===== config.mk =====
export PLATFORM = sky130hd
export DESIGN_NAME = axi3_led_regs
export DESIGN_NICKNAME = d
export VERILOG_FILES = /design/src/rtl/pl_axi_pkg.sv /design/src/rtl/axi3_beat_addr.sv /design/src/rtl/axi3_led_regs.sv
export SDC_FILE = /design/constraint.sdc
export NUM_CORES = 1
export LEC_CHECK = 0
export BUFFER_PORTS_ARGS = -buffer_cell sky130_fd_sc_hd__buf_2
export CAP_MARGIN = 0
export CORE_MARGIN = 2
export CORE_UTILIZATION = 49
export DETAILED_ROUTE_END_ITERATION = 8
export PLACE_DENSITY = 0.81
export RECOVER_POWER = 25
export SYNTH_ARGS = -nofsm -noshare
export SYNTH_HDL_FRONTEND = slang
export SYNTH_SLANG_ARGS = --single-unit

===== constraint.sdc =====
create_clock -name i_clk0 -period 2.9 [get_ports i_clk0]
set_clock_uncertainty 0.2 [all_clocks]
set_input_delay 0.29 -clock i_clk0 [delete_from_list [all_inputs] [get_ports i_clk0]]
set_output_delay 0.29 -clock i_clk0 [all_outputs]
set_load 0.1 [all_outputs]

===== src/rtl/pl_axi_pkg.sv =====
// Shared AXI3 encodings, register offsets and FSM states
// for the PL LED register block.
package pl_axi_pkg;

  localparam logic [1:0] RESP_OKAY   = 2'b00;
  localparam logic [1:0] RESP_SLVERR = 2'b10;

  localparam logic [1:0] BURST_FIXED = 2'b00;
  localparam logic [1:0] BURST_INCR  = 2'b01;
  localparam logic [1:0] BURST_WRAP  = 2'b10;

  localparam logic [2:0] SIZE_4B = 3'b010;

  localparam logic [1:0] REG_LED  = 2'd0;
  localparam logic [1:0] REG_CTRL = 2'd1;
  localparam logic [1:0] REG_CNT  = 2'd2;
  localparam logic [1:0] REG_ID   = 2'd3;

  typedef enum logic [1:0] {
    W_IDLE,
    W_DATA,
    W_RESP
  } wr_state_t;

  typedef enum logic {
    R_IDLE,
    R_DATA
  } rd_state_t;

  function automatic logic addr_err(
    input logic [7:0] page,
    input logic [2:0] size
  );
    return (page != 8'h00) || (size != SIZE_4B);
  endfunction

  function automatic logic [31:0] strb_merge(
    input logic [31:0] old,
    input logic [31:0] data,
    input logic [3:0]  strb
  );
    logic [31:0] res;
    res = old;
    for (int i = 0; i < 4; i++) begin
      if (strb[i]) res[8*i +: 8] = data[8*i +: 8];
    end
    return res;
  endfunction

  function automatic logic [31:0] reg_rd(
    input logic [1:0]  idx,
    input logic [7:0]  led,
    input logic        mode,
    input logic [31:0] cnt,
    input logic [31:0] id
  );
    logic [31:0] res;
    unique case (idx)
      REG_LED:  res = {24'h0, led};
      REG_CTRL: res = {31'h0, mode};
      REG_CNT:  res = cnt;
      REG_ID:   res = id;
      default:  res = '0;
    endcase
    return res;
  endfunction

endpackage


===== src/rtl/axi3_beat_addr.sv =====
// Next register index within the 16-byte window for one burst beat;
// WRAP and reserved encodings step like INCR.
module axi3_beat_addr
  import pl_axi_pkg::*;
(
  input  logic [1:0] i_idx,
  input  logic [1:0] i_burst,
  output logic [1:0] o_idx
);

  always_comb begin
    o_idx = i_idx + 2'd1;
    unique case (i_burst)
      BURST_FIXED: o_idx = i_idx;
      BURST_INCR:  o_idx = i_idx + 2'd1;
      BURST_WRAP:  o_idx = i_idx + 2'd1;
      default:     o_idx = i_idx + 2'd1;
    endcase
  end

endmodule


===== src/rtl/axi3_led_regs.sv =====
// AXI3 slave with LED, CTRL, free-running CNT and ID registers;
// drives the board LEDs from software or from the counter.
module axi3_led_regs
  import pl_axi_pkg::*;
#(
  parameter int          ID_W     = 12,
  parameter logic [31:0] ID_VALUE = 32'h1ED8_0001
) (
  input  logic            i_clk0,
  input  logic            i_rst,
  input  logic [ID_W-1:0] i_AXI_AWID,
  input  logic [31:0]     i_AXI_AWADDR,
  input  logic [3:0]      i_AXI_AWLEN,
  input  logic [2:0]      i_AXI_AWSIZE,
  input  logic [1:0]      i_AXI_AWBURST,
  input  logic            i_AXI_AWVALID,
  output logic            o_AXI_AWREADY,
  input  logic [ID_W-1:0] i_AXI_WID,
  input  logic [31:0]     i_AXI_WDATA,
  input  logic [3:0]      i_AXI_WSTRB,
  input  logic            i_AXI_WLAST,
  input  logic            i_AXI_WVALID,
  output logic            o_AXI_WREADY,
  output logic [ID_W-1:0] o_AXI_BID,
  output logic [1:0]      o_AXI_BRESP,
  output logic            o_AXI_BVALID,
  input  logic            i_AXI_BREADY,
  input  logic [ID_W-1:0] i_AXI_ARID,
  input  logic [31:0]     i_AXI_ARADDR,
  input  logic [3:0]      i_AXI_ARLEN,
  input  logic [2:0]      i_AXI_ARSIZE,
  input  logic [1:0]      i_AXI_ARBURST,
  input  logic            i_AXI_ARVALID,
  output logic            o_AXI_ARREADY,
  output logic [ID_W-1:0] o_AXI_RID,
  output logic [31:0]     o_AXI_RDATA,
  output logic [1:0]      o_AXI_RRESP,
  output logic            o_AXI_RLAST,
  output logic            o_AXI_RVALID,
  input  logic            i_AXI_RREADY,
  output logic [7:0]      o_led
);

  wr_state_t       r_wstate;
  wr_state_t       w_wnext;
  logic            r_awready;
  logic            r_wready;
  logic            r_bvalid;
  logic [ID_W-1:0] r_bid;
  logic [1:0]      r_bresp;
  logic [1:0]      r_widx;
  logic [1:0]      r_wburst;
  logic            r_werr;
  logic [1:0]      w_widx_nx;

  rd_state_t       r_rstate;
  rd_state_t       w_rnext;
  logic            r_arready;
  logic            r_rvalid;
  logic [ID_W-1:0] r_rid;
  logic [31:0]     r_rdata;
  logic [1:0]      r_rresp;
  logic            r_rlast;
  logic [1:0]      r_ridx;
  logic [1:0]      r_rburst;
  logic            r_rerr;
  logic [3:0]      r_rcnt;
  logic [1:0]      w_ridx_nx;

  logic [7:0]      r_led;
  logic            r_mode;
  logic [31:0]     r_cnt;
  logic [7:0]      r_led_out;
  logic [7:0]      w_led_nx;
  logic            w_mode_nx;
  logic [31:0]     w_cnt_nx;

  logic w_aw_hs;
  logic w_w_hs;
  logic w_b_hs;
  logic w_ar_hs;
  logic w_r_hs;
  logic w_aw_err;
  logic w_ar_err;
  logic w_unused;

  assign w_aw_hs  = i_AXI_AWVALID & r_awready;
  assign w_w_hs   = i_AXI_WVALID & r_wready;
  assign w_b_hs   = r_bvalid & i_AXI_BREADY;
  assign w_ar_hs  = i_AXI_ARVALID & r_arready;
  assign w_r_hs   = r_rvalid & i_AXI_RREADY;
  assign w_aw_err = addr_err(i_AXI_AWADDR[11:4], i_AXI_AWSIZE);
  assign w_ar_err = addr_err(i_AXI_ARADDR[11:4], i_AXI_ARSIZE);

  // Upper address bits are decoded upstream; WLAST alone ends a burst.
  assign w_unused = ^{i_AXI_AWADDR[31:12], i_AXI_AWADDR[1:0],
                      i_AXI_ARADDR[31:12], i_AXI_ARADDR[1:0],
                      i_AXI_AWLEN, i_AXI_WID};

  axi3_beat_addr u_wr_addr (
    .i_idx   (r_widx),
    .i_burst (r_wburst),
    .o_idx   (w_widx_nx)
  );

  axi3_beat_addr u_rd_addr (
    .i_idx   (r_ridx),
    .i_burst (r_rburst),
    .o_idx   (w_ridx_nx)
  );

  always_comb begin
    w_wnext = r_wstate;
    unique case (r_wstate)
      W_IDLE:  if (w_aw_hs) w_wnext = W_DATA;
      W_DATA:  if (w_w_hs && i_AXI_WLAST) w_wnext = W_RESP;
      W_RESP:  if (w_b_hs) w_wnext = W_IDLE;
      default: w_wnext = W_IDLE;
    endcase
  end

  always_ff @(posedge i_clk0) begin
    if (i_rst) begin
      r_wstate  <= W_IDLE;
      r_awready <= 1'b0;
      r_wready  <= 1'b0;
      r_bvalid  <= 1'b0;
      r_bid     <= '0;
      r_bresp   <= RESP_OKAY;
      r_widx    <= 2'd0;
      r_wburst  <= BURST_FIXED;
      r_werr    <= 1'b0;
    end else begin
      r_wstate  <= w_wnext;
      r_awready <= (w_wnext == W_IDLE);
      r_wready  <= (w_wnext == W_DATA);
      r_bvalid  <= (w_wnext == W_RESP);
      if (w_aw_hs) begin
        r_bid    <= i_AXI_AWID;
        r_bresp  <= w_aw_err ? RESP_SLVERR : RESP_OKAY;
        r_widx   <= i_AXI_AWADDR[3:2];
        r_wburst <= i_AXI_AWBURST;
        r_werr   <= w_aw_err;
      end else if (w_w_hs) begin
        r_widx   <= w_widx_nx;
      end
    end
  end

  always_comb begin
    w_rnext = r_rstate;
    unique case (r_rstate)
      R_IDLE:  if (w_ar_hs) w_rnext = R_DATA;
      R_DATA:  if (w_r_hs && r_rlast) w_rnext = R_IDLE;
      default: w_rnext = R_IDLE;
    endcase
  end

  // Read data is sampled from the pre-edge register state at each handshake.
  always_ff @(posedge i_clk0) begin
    if (i_rst) begin
      r_rstate  <= R_IDLE;
      r_arready <= 1'b0;
      r_rvalid  <= 1'b0;
      r_rid     <= '0;
      r_rdata   <= '0;
      r_rresp   <= RESP_OKAY;
      r_rlast   <= 1'b0;
      r_ridx    <= 2'd0;
      r_rburst  <= BURST_FIXED;
      r_rerr    <= 1'b0;
      r_rcnt    <= 4'd0;
    end else begin
      r_rstate  <= w_rnext;
      r_arready <= (w_rnext == R_IDLE);
      r_rvalid  <= (w_rnext == R_DATA);
      if (w_ar_hs) begin
        r_rid    <= i_AXI_ARID;
        r_rresp  <= w_ar_err ? RESP_SLVERR : RESP_OKAY;
        r_ridx   <= i_AXI_ARADDR[3:2];
        r_rburst <= i_AXI_ARBURST;
        r_rerr   <= w_ar_err;
        r_rcnt   <= i_AXI_ARLEN;
        r_rlast  <= (i_AXI_ARLEN == 4'd0);
        r_rdata  <= w_ar_err ? '0 :
                    reg_rd(i_AXI_ARADDR[3:2], r_led,
                           r_mode, r_cnt, ID_VALUE);
      end else if (w_r_hs) begin
        if (r_rlast) begin
          r_rlast <= 1'b0;
        end else begin
          r_rcnt  <= r_rcnt - 4'd1;
          r_ridx  <= w_ridx_nx;
          r_rlast <= (r_rcnt == 4'd1);
          r_rdata <= r_rerr ? '0 :
                     reg_rd(w_ridx_nx, r_led,
                            r_mode, r_cnt, ID_VALUE);
        end
      end
    end
  end

  always_comb begin
    w_led_nx  = r_led;
    w_mode_nx = r_mode;
    w_cnt_nx  = r_cnt + 32'd1;
    if (w_w_hs && !r_werr) begin
      unique case (r_widx)
        REG_LED:  if (i_AXI_WSTRB[0]) w_led_nx = i_AXI_WDATA[7:0];
        REG_CTRL: if (i_AXI_WSTRB[0]) w_mode_nx = i_AXI_WDATA[0];
        REG_CNT:  w_cnt_nx = strb_merge(r_cnt, i_AXI_WDATA, i_AXI_WSTRB);
        default:  w_led_nx = r_led;
      endcase
    end
  end

  always_ff @(posedge i_clk0) begin
    if (i_rst) begin
      r_led     <= 8'h00;
      r_mode    <= 1'b0;
      r_cnt     <= 32'h0;
      r_led_out <= 8'h00;
    end else begin
      r_led     <= w_led_nx;
      r_mode    <= w_mode_nx;
      r_cnt     <= w_cnt_nx;
      r_led_out <= w_mode_nx ? w_cnt_nx[31:24] : w_led_nx;
    end
  end

  assign o_AXI_AWREADY = r_awready;
  assign o_AXI_WREADY  = r_wready;
  assign o_AXI_BID     = r_bid;
  assign o_AXI_BRESP   = r_bresp;
  assign o_AXI_BVALID  = r_bvalid;
  assign o_AXI_ARREADY = r_arready;
  assign o_AXI_RID     = r_rid;
  assign o_AXI_RDATA   = r_rdata;
  assign o_AXI_RRESP   = r_rresp;
  assign o_AXI_RLAST   = r_rlast;
  assign o_AXI_RVALID  = r_rvalid;
  assign o_led         = r_led_out;

endmodule

=== Yosys cells after proc, flatten, opt, wreduce, memory -nomap -nowiden ===
Cells that the tools add are included.

* Reduce and logical (&&, ||, !) cells: 20
* Multiplexer cells: 42
* Add/subtract/negate cells: 4
* Bitwise logic cells: 7
* Equality and inequality tests: 20

{| class="wikitable"
|+ Operators by type and width
! cell !! count
|-
| $pmux W32 S4 || 2
|-
| $mux W32 || 7
|-
| $mux W8 || 8
|-
| $add A32 B1 Y32 const B || 1
|-
| $mux W2 || 12
|-
| $reduce_bool A8 Y1 || 2
|-
| $eq A2 B2 Y1 const B || 7
|-
| $logic_not A2 Y1 || 7
|-
| $mux W4 || 3
|-
| $eq A2 B1 Y1 const B || 5
|-
| $ne A3 B3 Y1 const B || 3
|-
| $mux W1 || 8
|-
| $ne A3 B2 Y1 const B || 2
|-
| $pmux W2 S3 || 1
|-
| $and A1 B1 Y1 || 5
|-
| $add A2 B1 Y2 const B || 2
|-
| $eq A4 B1 Y1 const B || 1
|-
| $logic_not A4 Y1 || 1
|-
| $reduce_and A2 Y1 || 2
|-
| $reduce_bool A2 Y1 || 2
|-
| $sub A4 B1 Y4 const B || 1
|-
| $logic_and A1 B1 Y1 || 3
|-
| $logic_or A1 B1 Y1 || 2
|-
| $ne A2 B1 Y1 const B || 1
|-
| other kinds (4) || 5
|}

* Register bits: 131
* Logic and storage cells: 119
* Output and inout port bits: 74

=== Logic depth before layout (Yosys ltp) ===
* Depth after elaboration: 8
* Gate-level depth with buffers: 10
* Mapped depth without buffers: 7

=== By module ===
A second synthesis with hierarchy kept.

* Cell total of the unflattened synthesis: 713
* Area, all modules: 5896.9 µm²

{| class="wikitable"
|+ Modules (own cells, without submodules)
! module !! cells an instance !! sequential area each (µm²) !! times used !! area each (µm²)
|-
| axi3_led_regs || 705 || 2542.4 || 1 || 5836.8
|-
| axi3_beat_addr || 4 || 0.0 || 2 || 30.0
|}

=== Worst setup path before layout ===
OpenSTA, ideal clock, no wires.

* Path type: register -> register
* Start: register r_wready (netlist: o_AXI_WREADY)
* End: register r_led_out[5] (netlist: o_led[5])
* Cell stages (with the launch flop): 8
* Required time: 2.579 ns
* Library setup time: 0.121 ns
* Setup slack: 0.252 ns
* Arrival time: 2.328 ns
* Path buffers: 2
* Cell sequence: dfxtp_1 and4b_1 buf_6 clkbuf_1 nand2_1 o21bai_1 a211oi_1 mux2_2

* Longest elaborated chain between the ends: 4

{| class="wikitable"
|+ RTL lines
! what !! line !! text
|-
| from (decl) || axi3_led_regs.sv:47 || <nowiki>logic r_wready;</nowiki>
|-
| from (signal assigned) || axi3_led_regs.sv:136 || <nowiki>r_wready <= (w_wnext == W_DATA);</nowiki>
|-
| $and A1 B1 Y1 (*) || axi3_led_regs.sv:88 || <nowiki>assign w_w_hs = i_AXI_WVALID & r_wready;</nowiki>
|-
| $logic_and A1 B1 Y1 (*) || axi3_led_regs.sv:207 || <nowiki>if (w_w_hs && !r_werr) begin</nowiki>
|-
| $mux W8, or another cell as far along || axi3_led_regs.sv:207 ||
|-
| $mux W8 (*) || axi3_led_regs.sv:227 || <nowiki>r_led_out <= w_mode_nx ? w_cnt_nx[31:24] : w_led_nx;</nowiki>
|-
| to (signal assigned) || axi3_led_regs.sv:227 ||
|-
| to (decl) || axi3_led_regs.sv:73 || <nowiki>logic [7:0] r_led_out;</nowiki>
|}

Every way passes the cells marked *; elsewhere a longest branch is shown, timed or not.
A chain may end at the register's enable or synchronous reset.

=== Worst setup path in the final report ===
* Start: register r_cnt[0]
* End: register r_led_out[4] (netlist: o_led[4])

* Longest elaborated chain between the ends: 4

{| class="wikitable"
|+ RTL lines
! what !! line !! text
|-
| from (decl) || axi3_led_regs.sv:72 || <nowiki>logic [31:0] r_cnt;</nowiki>
|-
| from (signal assigned) || axi3_led_regs.sv:226 || <nowiki>r_cnt <= w_cnt_nx;</nowiki>
|-
| $add A32 B1 Y32 (*) || axi3_led_regs.sv:206 || <nowiki>w_cnt_nx = r_cnt + 32'd1;</nowiki>
|-
| $mux W32 || axi3_led_regs.sv:208 || <nowiki>unique case (r_widx)</nowiki>
|-
| $mux W32 (*) || axi3_led_regs.sv:207 ||
|-
| $mux W8 (*) || axi3_led_regs.sv:227 ||
|}

Marks and branches as above.

==> results.tsv <==
metric	value	unit
Max Fclk	0.389	GHz
Cell Rows	40	
core area	0.0119	sq mm
CTS Sinks	127	
postcts setup bufs	0	
worst r2r src	r_cnt[0]	
die area	0.0130	sq mm
Top delay family on crit path	simple AND/OR/NAND/NOR gates	
CP Max Fanout	7	
Leak	3.22	nW
I/O pins	236	
worst-path cell chain	ha_1 > nand3_1 > or4_4 > nor4_4 > a211oi_1 > a211oi_1	
Final TNS setup	0	ns
Die W	114	microns
Worst setup EP type	register	
Worst-path clk slew	0.05	ns
fill cell count	969	
Routed WL per cell	16.9	microns
Tcrit/Tclk final	88.6	%
ys flop type	dfxtp_1	
outcome	complete, no violations	
first-pass GRT wire length	29700	microns
placed cells	1025	
H-tree depth	4	
hold wc startpoint	i_AXI_ARADDR[2]	
Syn. warnings	0	
Yosys reg bits	127	
commonest non-fill, non-tap cells in the layout	buf_2 (160), nand2_1 (132), dfxtp_1 (127), a21oi_1 (69), nor2_1 (67)	
synthesized area	0.00593	sq mm
PortBufs	173	
Pwr Density	594	mW/mm^2
largest net degree at the start of global routing	51	
grt met3 use	7.39	%
HPWL Detailed	12300	microns
crit path kind	reg -> reg	
Min Clock Period, post-route	2.57	ns
DR iter-0 viols	591	
Critical Path RT	3.04	ns
area leader, netlist	dfxtp_1	
post-synth top area share	42.9	%
met2 Usage GRT	46.3	%
clock latency on the worst-skew pair	0.43	ns
DR vias/cell	5.79	
critical path arrival	2.70	ns
ANT cells	0	
dpl ws	0.373	ns
wirelength, routed	18800	microns
worst ir drop on vdd	0.440	mV
ANT nets after route	0	
top cells by area, synth	dfxtp_1 (43%), nand2_1 (8.4%), a21oi_1 (5.8%)	
Slowest Stage Delay on Critical Path	0.60	ns
Async SR Flop Fraction	0	%
Final Hold Viols	0	
remaining global-route overflow	0	
area grow syn2layout	35.4	%
vias in the first global route	6015	
# DRC	0	
Setup-failing EPs final	0	
crit path launch	r_cnt[0]	
Worst-Margin Slew	1.22	ns
Via Count	6443	
commonest non-fill, non-tap cell in the layout	buf_2	
die height	114	microns
CP most frequent cell	a211oi_1	
initial core utilization	49.8	%
GRT Resource Usage Total	29.2	%
total power	4.76	mW
Synth cell types	63	
Clock Path Buffers	2	
initial antenna violation count	0	
setup ws final	0.331	ns
layout cells sized above 1	22.9	%
Max stage delay cell, worst path	or4_4	
GPL Wtd Cong	0.991	
number of flops mapped to enable cells by yosys	0	
CTS buffer count	17	
TritonCTS clock tree	done	
DR pass1 iterations	7	
Root Buffer	clkbuf_16	
max-slew violation count	0	
MaxCap Viol Count	0	
gr busiest metal	met2	
Mean Syn Cell Area	8.03	sq um
crit path buf inv count	0	
Seq/Total Area, Yosys	42.9	%
Hold Path Class	in -> reg	
RSZ-0062 raised after global routing	no	
GRT met1 Usage	37.0	%
synthesized instance count	738	
Post-layout nets	1121	
crit path launch type	register	
post-route insts no fill	1113	
relative slew slack	19.2	%
## layer usage
metal	vias up	routed length (microns)	part of all wire, %
met5	-	0	0
met4	0	737	3.9
met3	63	1550	8.2
met2	318	8740	47
met1	2966	7760	41
li1	3096	-	-
## registers in the layout, summed over array words and instances (netlist names), 2 cells and up
register	cells
r_rburst	2
o_led	8
o_AXI_RID	12
o_AXI_BID	12
r_cnt	32
r_ridx	2
r_led	8
o_AXI_RDATA	32
r_widx	2
r_rcnt	4
r_wstate	2
r_wburst	2
## cells in the mapped netlist, types with 4 or more instances
| library cell | number |
|---|---|
| and2_1 | 7 |
| clkbuf_1 | 27 |
| dfxtp_1 | 127 |
| nand2_1 | 132 |
| a211oi_1 | 22 |
| a221oi_1 | 6 |
| nor2_1 | 67 |
| ha_1 | 6 |
| mux2_2 | 10 |
| nand4_1 | 22 |
| buf_4 | 4 |
| a21o_1 | 4 |
| a31oi_1 | 15 |
| nand2b_1 | 5 |
| o21bai_1 | 4 |
| nor3_1 | 22 |
| a22oi_1 | 4 |
| o211ai_1 | 8 |
| a21oi_1 | 69 |
| nor2b_1 | 5 |
| nor4_1 | 13 |
| mux2i_1 | 8 |
| or3_1 | 6 |
| inv_1 | 8 |
| o21ai_0 | 20 |
| nand3_1 | 41 |
| buf_2 | 8 |
| buf_1 | 7 |
| and4_1 | 7 |
## layout make-up
cell class              count  area, sq um  area share (%)
clock buffers              26          489            6.09
repair buffers            244         1540            19.1
inverters                   8         30.0           0.374
clock inverters             6          105            1.31
flip-flops and latches    127         2540            31.7
well taps                 147          184            2.29
multi-input cells         555         3140            39.1
## timing repair
item,4_1_cts,5_1_grt
hold buffers,56,0
gates resized for setup,0,0
hold endpoints to repair,58,0
## logic make-up (layout without fill, tap and decap cells)
kind of cell / count (synthesis) / count (layout) / synth area share [%]
AO/OA/AOI/OAI: 171 / 171 / 18.3
flip-flops: 127 / 127 / 42.9
adder cells (fa/ha/maj): 6 / 6 / 1.27
multiplexers: 18 / 18 / 3.25
XOR/XNOR: 6 / 6 / 0.886
buffers and inverters: 57 / 284 / 4.20
other: 1 / 2 / 0.0632
AND/OR/NAND/NOR: 352 / 352 / 29.2
## worst reg2reg max path, delay by kind of cell (launching register included)
family / cells / cell delay, ns
simple gates: 3 / 1.22
flops: 1 / 0.50
compound gates: 2 / 0.31
fa+ha+maj: 1 / 0.24
## report_power, final
group | leakage, nW | internal, mW | switching (mW)
Clock | 0.292 | 1.42 | 0.758
Combinational | 1.90 | 0.214 | 0.520
Sequential | 1.03 | 1.81 | 0.0527
## stage by stage
step,hold slack (ns),utilization (%),area (sq um)
6_report,0.0128,67.4,8030
3_5_place_dp,0.242,57.9,6890
5_1_grt,0.0150,67.4,8030
3_3_place_gp,0.237,57.9,6890
2_1_floorplan,0.226,-,5930
4_1_cts,0.000873,67.6,8050
## final timing paths
kind / endpoint / slack (ns) / cells after the start
max: o_led[4] / 0.33 / 6
min: r_ridx[0] / 0.01 / 3
min reg2reg: o_AXI_RDATA[14] / 0.25 / 2
max reg2reg: o_led[4] / 0.33 / 6
Power figures use the tool's default switching activity.
